### src/rtl/cic_decim_ctrl.sv
// cic_decim_ctrl: run-time configuration sequencer for a CIC decimator.
// Handles decimation-factor change requests:
//   - holds the filter in reset for FlushCycles cycles;
//   - applies the new factor on flush entry;
//   - discards DiscardNum filter outputs before passing valid data on.
// Optional build macro CIC_DECIM_CTRL_STATS_EN adds DropCnt_o. It is a
// saturating count of DataNd_i strobes blocked while in FLUSH.
//
// state  | meaning
// -------+------------------------------------------------------------
// RUN    | normal operation, samples and outputs pass through
// FLUSH  | filter held in reset, counting down the flush interval
// SETTLE | filter running, transient outputs being discarded
module cic_decim_ctrl #(
  parameter int N            = 2,
  parameter int FlushCycles  = 8,
  parameter int DiscardNum   = 2 * N,
  parameter int DefaultDecim = 1
) (
  input  logic       Clk_i,
  input  logic       Rst_i,
  input  logic [2:0] CfgDecim_i,
  input  logic       CfgWr_i,
  output logic       CfgBusy_o,
  output logic       CfgErr_o,
  input  logic       DataNd_i,
  output logic       FiltNd_o,
  output logic       FiltRst_o,
  output logic [2:0] DecimFactor_o,
  input  logic       FiltValid_i,
  output logic       DataValid_o,
`ifdef CIC_DECIM_CTRL_STATS_EN
  output logic [1:0] State_o,
  output logic [15:0] DropCnt_o
`else
  output logic [1:0] State_o
`endif
);

  typedef enum logic [1:0] {
    RUN    = 2'b00,
    FLUSH  = 2'b01,
    SETTLE = 2'b10
  } state_t;

  localparam logic [7:0] FLUSH_LOAD   = 8'(FlushCycles);
  localparam logic [7:0] DISCARD_LOAD = 8'(DiscardNum);
  localparam logic [2:0] DECIM_RESET  = 3'(DefaultDecim);

  state_t     state;
  logic [7:0] flush_cnt;
  logic [7:0] discard_cnt;
  logic       cfg_legal;

  assign cfg_legal   = CfgWr_i & (CfgDecim_i != 3'd0);
  assign State_o     = state;
  assign FiltNd_o    = DataNd_i & (state != FLUSH);
  assign DataValid_o = FiltValid_i & (state == RUN);

  // Sequencer: flush countdown, discard countdown, factor update on flush entry.
  always_ff @(posedge Clk_i) begin
    if (Rst_i) begin
      state         <= FLUSH;
      flush_cnt     <= FLUSH_LOAD;
      discard_cnt   <= DISCARD_LOAD;
      FiltRst_o     <= 1'b1;
      DecimFactor_o <= DECIM_RESET;
      CfgBusy_o     <= 1'b1;
      CfgErr_o      <= 1'b0;
    end else begin
      CfgErr_o <= CfgWr_i & (CfgDecim_i == 3'd0);
      case (state)
        FLUSH: begin
          if (cfg_legal) begin
            // A new write restarts the flush; the last write wins.
            DecimFactor_o <= CfgDecim_i;
            flush_cnt     <= FLUSH_LOAD;
          end else if (flush_cnt == 8'd1) begin
            state       <= SETTLE;
            FiltRst_o   <= 1'b0;
            discard_cnt <= DISCARD_LOAD;
          end else begin
            flush_cnt <= flush_cnt - 8'd1;
          end
        end
        SETTLE: begin
          if (cfg_legal) begin
            state         <= FLUSH;
            DecimFactor_o <= CfgDecim_i;
            flush_cnt     <= FLUSH_LOAD;
            FiltRst_o     <= 1'b1;
          end else if (FiltValid_i) begin
            if (discard_cnt == 8'd1) begin
              state     <= RUN;
              CfgBusy_o <= 1'b0;
            end else begin
              discard_cnt <= discard_cnt - 8'd1;
            end
          end
        end
        RUN: begin
          // Rewriting the current factor is a no-op so the filter is not disturbed.
          if (cfg_legal && (CfgDecim_i != DecimFactor_o)) begin
            state         <= FLUSH;
            DecimFactor_o <= CfgDecim_i;
            flush_cnt     <= FLUSH_LOAD;
            FiltRst_o     <= 1'b1;
            CfgBusy_o     <= 1'b1;
          end
        end
        default: begin
          state     <= FLUSH;
          flush_cnt <= FLUSH_LOAD;
          FiltRst_o <= 1'b1;
          CfgBusy_o <= 1'b1;
        end
      endcase
    end
  end

`ifdef CIC_DECIM_CTRL_STATS_EN
  // Saturating count of raw strobes blocked while the filter is held in reset.
  always_ff @(posedge Clk_i) begin
    if (Rst_i) begin
      DropCnt_o <= 16'h0000;
    end else if (DataNd_i && (state == FLUSH) && (DropCnt_o != 16'hFFFF)) begin
      DropCnt_o <= DropCnt_o + 16'd1;
    end
  end
`endif

endmodule

### config.mk
export PLATFORM = sky130hd
export DESIGN_NAME = cic_decim_ctrl
export DESIGN_NICKNAME = d
export VERILOG_FILES = /design/src/rtl/cic_decim_ctrl.sv
export SDC_FILE = /design/constraint.sdc
export NUM_CORES = 1
export LEC_CHECK = 0
export ABC_CLOCK_PERIOD_IN_PS = 2900
export CAP_MARGIN = 10
export CELL_PAD_IN_SITES_DETAIL_PLACEMENT = 1
export CELL_PAD_IN_SITES_GLOBAL_PLACEMENT = 2
export CORE_MARGIN = 10
export CORE_UTILIZATION = 33
export DETAILED_ROUTE_END_ITERATION = 7
export PLACE_DENSITY_LB_ADDON = 0.1
export SLEW_MARGIN = 10
export SYNTH_ARGS = -nofsm -noshare
export SYNTH_HDL_FRONTEND = slang
export SYNTH_SLANG_ARGS = --single-unit
### constraint.sdc
create_clock -name Clk_i -period 2.9 [get_ports Clk_i]
set_clock_uncertainty 0.2 [all_clocks]
set_input_delay 0.435 -clock Clk_i [delete_from_list [all_inputs] [get_ports Clk_i]]
set_output_delay 0.435 -clock Clk_i [all_outputs]
set_load 0.05 [all_outputs]
==> results of run 1 <==
state kept, by name, summed over array words and instances (netlist names):
register       flops
DecimFactor_o      3
flush_cnt          8
discard_cnt        8
CfgErr_o           1
FiltRst_o          1
CfgBusy_o          1
State_o            2
cells in the final DEF (no fill, tap or decap), types with 2 or more instances in the layout:
cell type | synthesis | final
buf_4 | 0 | 7
nor3_1 | 2 | 2
a2111oi_1 | 2 | 2
dfxtp_1 | 24 | 24
mux2i_1 | 4 | 4
o211ai_1 | 4 | 4
nand2_1 | 12 | 12
or4_1 | 4 | 4
o21ai_1 | 2 | 2
xor2_1 | 2 | 2
inv_1 | 8 | 8
nor2_1 | 20 | 20
nand3_1 | 7 | 7
or3_1 | 2 | 2
clkdlybuf4s50_1 | 0 | 16
clkbuf_8 | 0 | 4
a2111oi_2 | 2 | 2
and3_1 | 2 | 2
nand4_1 | 4 | 4
ha_1 | 7 | 7
o31ai_1 | 5 | 5
a21oi_1 | 5 | 5
xnor2_1 | 9 | 9
critical path, delay by kind of cell, from the launching register on:
family,cells,cell delay (ns)
adder cells (fa/ha/maj),1,0.31
buffers and inverters,2,0.91
flip-flops,1,0.40
AND/OR/NAND/NOR,1,0.16
worst max path at each step:
stage,startpoint,end,slack [ns],cells after the start
2_1_floorplan,State_o[0],flush_cnt[5],0.23,7
3_3_place_gp,CfgDecim_i[1],discard_cnt[4],0.17,6
3_5_place_dp,CfgWr_i,flush_cnt[5],0.13,6
4_1_cts,State_o[1],FiltNd_o,0.20,4
5_1_grt,State_o[1],FiltNd_o,0.11,4
6_report,State_o[1],FiltNd_o,0.22,4
cell families (layout without fill, tap and decap cells):
| kind of cell | Yosys count | count (layout) |
|---|---|---|
| AO/OA/AOI/OAI | 32 | 32 |
| multiplexers | 4 | 4 |
| adder cells (fa/ha/maj) | 7 | 7 |
| AND/OR/NAND/NOR | 61 | 61 |
| flip-flops | 24 | 24 |
| buffers and inverters | 11 | 35 |
| XOR/XNOR | 11 | 11 |
cell type report:
| cell class | instances | share of cell area [%] |
|---|---|---|
| clock buffer | 4 | 3.328 |
| inverter | 8 | 1.815 |
| multi-input combinational | 115 | 49.17 |
| sequential | 24 | 29.05 |
| tap | 50 | 3.782 |
| timing repair buffer | 23 | 12.86 |
power groups by stage:
stage	clock network (mW)	logic, mW	registers (mW)
global route	0.260	0.609	0.451
finish	0.236	0.548	0.439
CTS	0.245	0.554	0.440
floorplan	0	0.361	0.482
detailed placement	0	0.552	0.447
global placement	0	0.542	0.445
layer usage:
metal | track usage [%] | wire length [µm]
met3 | 3.320 | 203
met1 | 12.51 | 1650
met2 | 16.38 | 1611
met5 | 0 | 0
met4 | 2.740 | 37
==> results by group, run 1 <==
Pwr
  – Int Pwr: 0.7235 mW
  – Sw Share: between 40% and 50%
  – Power share of the combinational group: 44.8%
  – Sw Pwr: between 0.4 and 0.5 mW
  – Design Power: around 1.2 mW
  – P per Cell Area: around 740 nW/µm²
  – Clock power share: about a fifth
  – Peak supply drop: around 0.23 mV
  – Pleak: between 0.6 and 0.7 nW
  – Register share of total power: between 30% and 40%

Logic synthesis
  – Syn avg cell area: 8.909 µm²
  – Asr flop ratio synth: 0%
  – Most used DFF post-synth: dfxtp_1
  – Total number of yosys warnings: 0
  – Post-synthesis compound-gate area fraction: 20.51%
  – Syn nets: roughly 170
  – Post-synth top cells: dfxtp_1 (24), nor2_1 (20), nand2_1 (12)
  – Cell taking the most area after synthesis: dfxtp_1
  – Post-Synthesis Cells: 150
  – Sequential share of the synthesized area: a little over a third
  – Post-Synth Adder-Cell Area: 6.554%
  – Mux share of post-synthesis cell area: about 3.0%
  – Most frequent cell after synthesis: dfxtp_1
  – Top cell type's share of synthesized area: between 30% and 40%
  – Synth Area in Simple Gates: a little under a quarter
  – EDFF count, synth: 0
  – Main combinational cell family by area after synthesis: simple AND/OR/NAND/NOR gates
  – Area contributors post-synth: dfxtp_1 (36%), ha_1 (6.6%), xnor2_1 (5.9%)
  – Count of unique library cells instantiated by Yosys: 42
  – Synthesized flop and latch total: 24
  – Post-Syn Area: 1336 µm²
  – Synth Area in XOR/XNOR: ~7%

Die
  – Die Area: 6995 µm²
  – Core area: around 4000 µm²
  – Die Wd: roughly 84 µm
  – Boundary Pins: 18
  – Die Ht: between 80 and 90 µm
  – Starting density of the core: 33.65%
  – # rows: 23

Timing
  – Worst slew pin tran: around 0.57 ns
  – RSZ-0062 raised after global routing: no
  – Setup WS post-layout: approximately 0.22 ns
  – Maximum clock rate: around 0.37 GHz
  – Final hold violations: 0
  – Setup TNS: 0 ns
  – Final period utilization: roughly 92%
  – Fin. max-slew vios: 0
  – Min Clock Period, post-route: around 2.7 ns
  – Final hold slack: 0.2929 ns
  – Headroom to the max-slew limit: 62.00%
  – Final Setup Violations: 0

CTS
  – CTS tree: yes
  – Cts repair resizes: 0
  – Hold Buf Count CTS: 0
  – Maximum root-to-sink buffer count: 2
  – CTS root buffer: clkbuf_8
  – Setup Fix Bufs, Post-CTS: 0
  – H-tree levels: 1
  – Worst-path clk slew: about 0.09 ns
  – Clock Latency Late Sink: approximately 0.27 ns
  – CTS Buf Count: 3
  – CTS sink cnt: 24

Critical path
  – Slowest cell on crit path: clkdlybuf4s50_1
  – Critical path class: flop to output port
  – R2R Path End: flush_cnt[5]
  – CP cell instances: inv_1 -> ha_1 -> nor2b_1 -> clkdlybuf4s50_1
  – R2R Path Start: flush_cnt[1]
  – Slowest stage delay, CP: slightly above 0.8 ns
  – Reg-to-reg setup timing slack: just under 0.4 ns
  – Critical Path Source Type: flop
  – Critical Path AT: 2.05 ns
  – Crit. End Element: output port
  – Req. time, crit path: 2.27 ns
  – Worst reg-to-reg path cell count: 7
  – Max Fanout on Critical Path: 9

Global routing
  – Grt ovf: 0
  – Antenna violations before repair: 0
  – First-pass GRT wire length: roughly 6000 µm
  – Vias in the first global route: 1,243
  – Largest net degree at the start of global routing: 14
  – Total Routing Usage GR: between 10% and 20%

Detailed routing
  – Drt first pass iters: 4
  – Remaining DRCs: 0
  – WL per Instance: around 16 µm
  – Via count: 1,190
  – Vias per cell: about 5.3
  – 1st-iter DRT viols: 43
  – Routed Antenna Nets: 0
  – Final WL: 3503 µm

Placement
  – Dpl ws: between 0.1 and 0.15 ns
  – Final GP Congestion: about 0.75
  – DP Cell Count: 220
  – Port Buf Inserts: 17
  – Detailed placer's ending HPWL: approximately 2800 µm
  – Area post-placement: 1599 µm²

Worst hold path
  – Hold EP: CfgBusy_o
  – Hold_sp: CfgBusy_o
  – Type of the tightest min-delay check: flop to flop
  – Hold Path Stages: 2

Flow run
  – # Max-Cap Violations: 0

Final layout
  – Seq. cell area: roughly 480 µm²
  – P&R area growth vs syn: 23.78%
  – Share of cells above drive strength 1: approximately a tenth
  – Final Instance Area: approximately 1700 µm²
  – Cell Count, Final, Fillers Out: 224
  – Layout fillers: ~480
  – Multi-input logic area: 813.3 µm²
  – Layout Utilization: a little over two fifths
  – # nets final: between 150 and 200
  – Diodes inserted: 0

Run status
  – Status: finished clean
No activity file was read; power rests on OpenSTA's default activity.
==> inputs of run 2 (changes only) <==
--- a/constraint.sdc
+++ b/constraint.sdc
@@ -4,2 +4,2 @@
 set_output_delay 0.435 -clock Clk_i [all_outputs]
-set_load 0.05 [all_outputs]
+set_load 0.005 [all_outputs]
==> results by group, run 2 (synthesized netlist as in run 1, its figures left out) <==
Die
  – Boundary Pins: 18 (unchanged)
  – Starting density of the core: 33.65% (unchanged)
  – # rows: 23 (unchanged)
  – Die Area: 6995 µm² (unchanged)
  – Die Wd: 83.64 µm (unchanged)
  – Core area: 3971 µm² (unchanged)
  – Die Ht: 83.64 µm (unchanged)

CTS
  – CTS sink cnt: 24 (unchanged)
  – Hold Buf Count CTS: 0 (unchanged)
  – Cts repair resizes: 0 (unchanged)
  – H-tree levels: 1 (unchanged)
  – CTS root buffer: clkbuf_8
  – Setup Fix Bufs, Post-CTS: 0 (unchanged)
  – CTS Buf Count: 3 (unchanged)
  – Clock Latency Late Sink: 0.28 ns (about the same)
  – Worst-path clk slew: 0.09 ns (about the same)
  – Maximum root-to-sink buffer count: 2 (unchanged)
  – CTS tree: yes

Global routing
  – Grt ovf: 0 (unchanged)
  – Total Routing Usage GR: 9.978% (-0.17 points)
  – Antenna violations before repair: 0 (unchanged)
  – Vias in the first global route: 1,239 (-0.32%)
  – Largest net degree at the start of global routing: 15 (+1)
  – First-pass GRT wire length: 5934 µm (-1.7%)

Critical path
  – Critical Path Source Type: primary input
  – Req. time, crit path: 2.91 ns (+0.64 ns)
  – Critical path class: primary input to flop
  – Critical Path AT: 2.54 ns (+0.49 ns)
  – Max Fanout on Critical Path: 7 (-2)
  – Crit. End Element: flop

Worst hold path
  – Type of the tightest min-delay check: flop to flop

Timing
  – Final hold violations: 0 (unchanged)
  – Min Clock Period, post-route: 2.532 ns (-0.1501 ns)
  – Headroom to the max-slew limit: 61.85% (-0.15 points)
  – Final period utilization: 87.30% (-5.2 points)
  – Maximum clock rate: 0.3950 GHz (+5.9%)
  – Final Setup Violations: 0 (unchanged)
  – Fin. max-slew vios: 0 (unchanged)
  – Setup WS post-layout: 0.3683 ns (+0.1501 ns)
  – RSZ-0062 raised after global routing: no
  – Worst slew pin tran: 0.5702 ns (+0.002257 ns)
  – Setup TNS: 0 ns (unchanged)

Detailed routing
  – Vias per cell: 5.351 (+0.73%)
  – Routed Antenna Nets: 0 (unchanged)
  – Via count: 1,204 (+1.2%)
  – Remaining DRCs: 0 (unchanged)
  – 1st-iter DRT viols: 42 (-2.3%)
  – Drt first pass iters: 4 (unchanged)
  – WL per Instance: 15.61 µm (-0.16%)
  – Final WL: 3513 µm (+0.29%)

Run status
  – Status: finished clean

Final layout
  – Top flop regs: discard_cnt x8, flush_cnt x8, DecimFactor_o x3
  – Multi-input logic area: 813.3 µm² (unchanged)
  – P&R area growth vs syn: 25.75%
  – # nets final: 191 (+0.53%)
  – Layout fillers: 464 (-2.9%)
  – Share of cells above drive strength 1: 10.29% (-0.059 points)
  – Most frequent cells in the layout: dfxtp_1 (24), nor2_1 (20), clkdlybuf4s50_1 (17)
  – Diodes inserted: 0 (unchanged)
  – Commonest non-fill, non-tap cell in the layout: dfxtp_1
  – Seq. cell area: 480.5 µm² (unchanged)

Placement
  – Port Buf Inserts: 17 (unchanged)
  – Dpl ws: 0.1179 ns (-0.007535 ns)
  – Final GP Congestion: 0.7670 (+1.8%)
  – Detailed placer's ending HPWL: 2750 µm (-1.0%)

Pwr
  – Pleak: 0.6483 nW (+1.4%)
  – P per Cell Area: 738.3 nW/µm² (-0.12%)
  – Peak supply drop: 0.2160 mV (-5.2%)

Flow run
  – # Max-Cap Violations: 0 (unchanged)
[run 2: worst paths after layout]
| path | startpoint | end | slack [ns] | cells past startpoint |
|---|---|---|---|---|
| hold reg to reg | CfgBusy_o | CfgBusy_o | 0.29 | 2 |
| setup reg to reg | flush_cnt[1] | flush_cnt[7] | 0.38 | 7 |
| hold / removal | CfgBusy_o | CfgBusy_o | 0.29 | 2 |
| setup / recovery | CfgWr_i | flush_cnt[7] | 0.37 | 6 |
[run 2: worst max-delay path, stage by stage]
cell and delay, ns:
clkdlybuf4s50_1 0.50, o31a_1 0.29, or4b_1 0.30, nand4_1 0.31, or4_1 0.54, a21oi_1 0.16
[run 2: layout make-up]
cell class | instances | share of cell area [%]
Multi-Input combinational cell | 115 | 48.40
Sequential cell | 24 | 28.59
Timing Repair Buffer | 24 | 13.25
Tap cell | 50 | 3.723
Clock buffer | 3 | 2.457
Clock inverter | 1 | 1.787
Inverter | 8 | 1.787
[run 2: layer usage]
| metal | share of wire [%] | wire, µm | vias to the layer above | GRT usage [%] |
|---|---|---|---|---|
| met5 | 0 | 0 | - | 0 |
| met2 | 47 | 1643 | 12 | 16.59 |
| li1 | - | - | 598 | - |
| met1 | 47 | 1663 | 589 | 11.69 |
| met3 | 4.7 | 165 | 5 | 3.320 |
| met4 | 1.1 | 40 | 0 | 3.196 |
[run 2: metrics by stage]
step | util (%) | hold WS [ns] | area, µm² | total power [mW] | instances
finish | 42.31 | 0.2910 | 1680 | 1.241 | 225
global route | 42.31 | 0.3302 | 1680 | 1.335 | 225
CTS | 42.31 | 0.2956 | 1680 | 1.257 | 225
detailed placement | 40.52 | 0.2759 | 1609 | 0.9473 | 221
global placement | 40.52 | 0.2650 | 1609 | 0.9316 | 221
floorplan | - | 0.2520 | 1336 | 0.7815 | 150
[run 2: power breakdown]
group,internal [mW],leakage (nW),switching (mW)
clock network,0.185,0.0357,0.121
registers,0.386,0.196,0.0546
logic,0.222,0.417,0.272
total,0.793,0.648,0.448
==> inputs of run 3 (changes only) <==
- ABC_CLOCK_PERIOD_IN_PS: 2900 -> default
==> results of run 3 <==
Same layout as run 2: the final DEF is identical, and so are final timing and power.
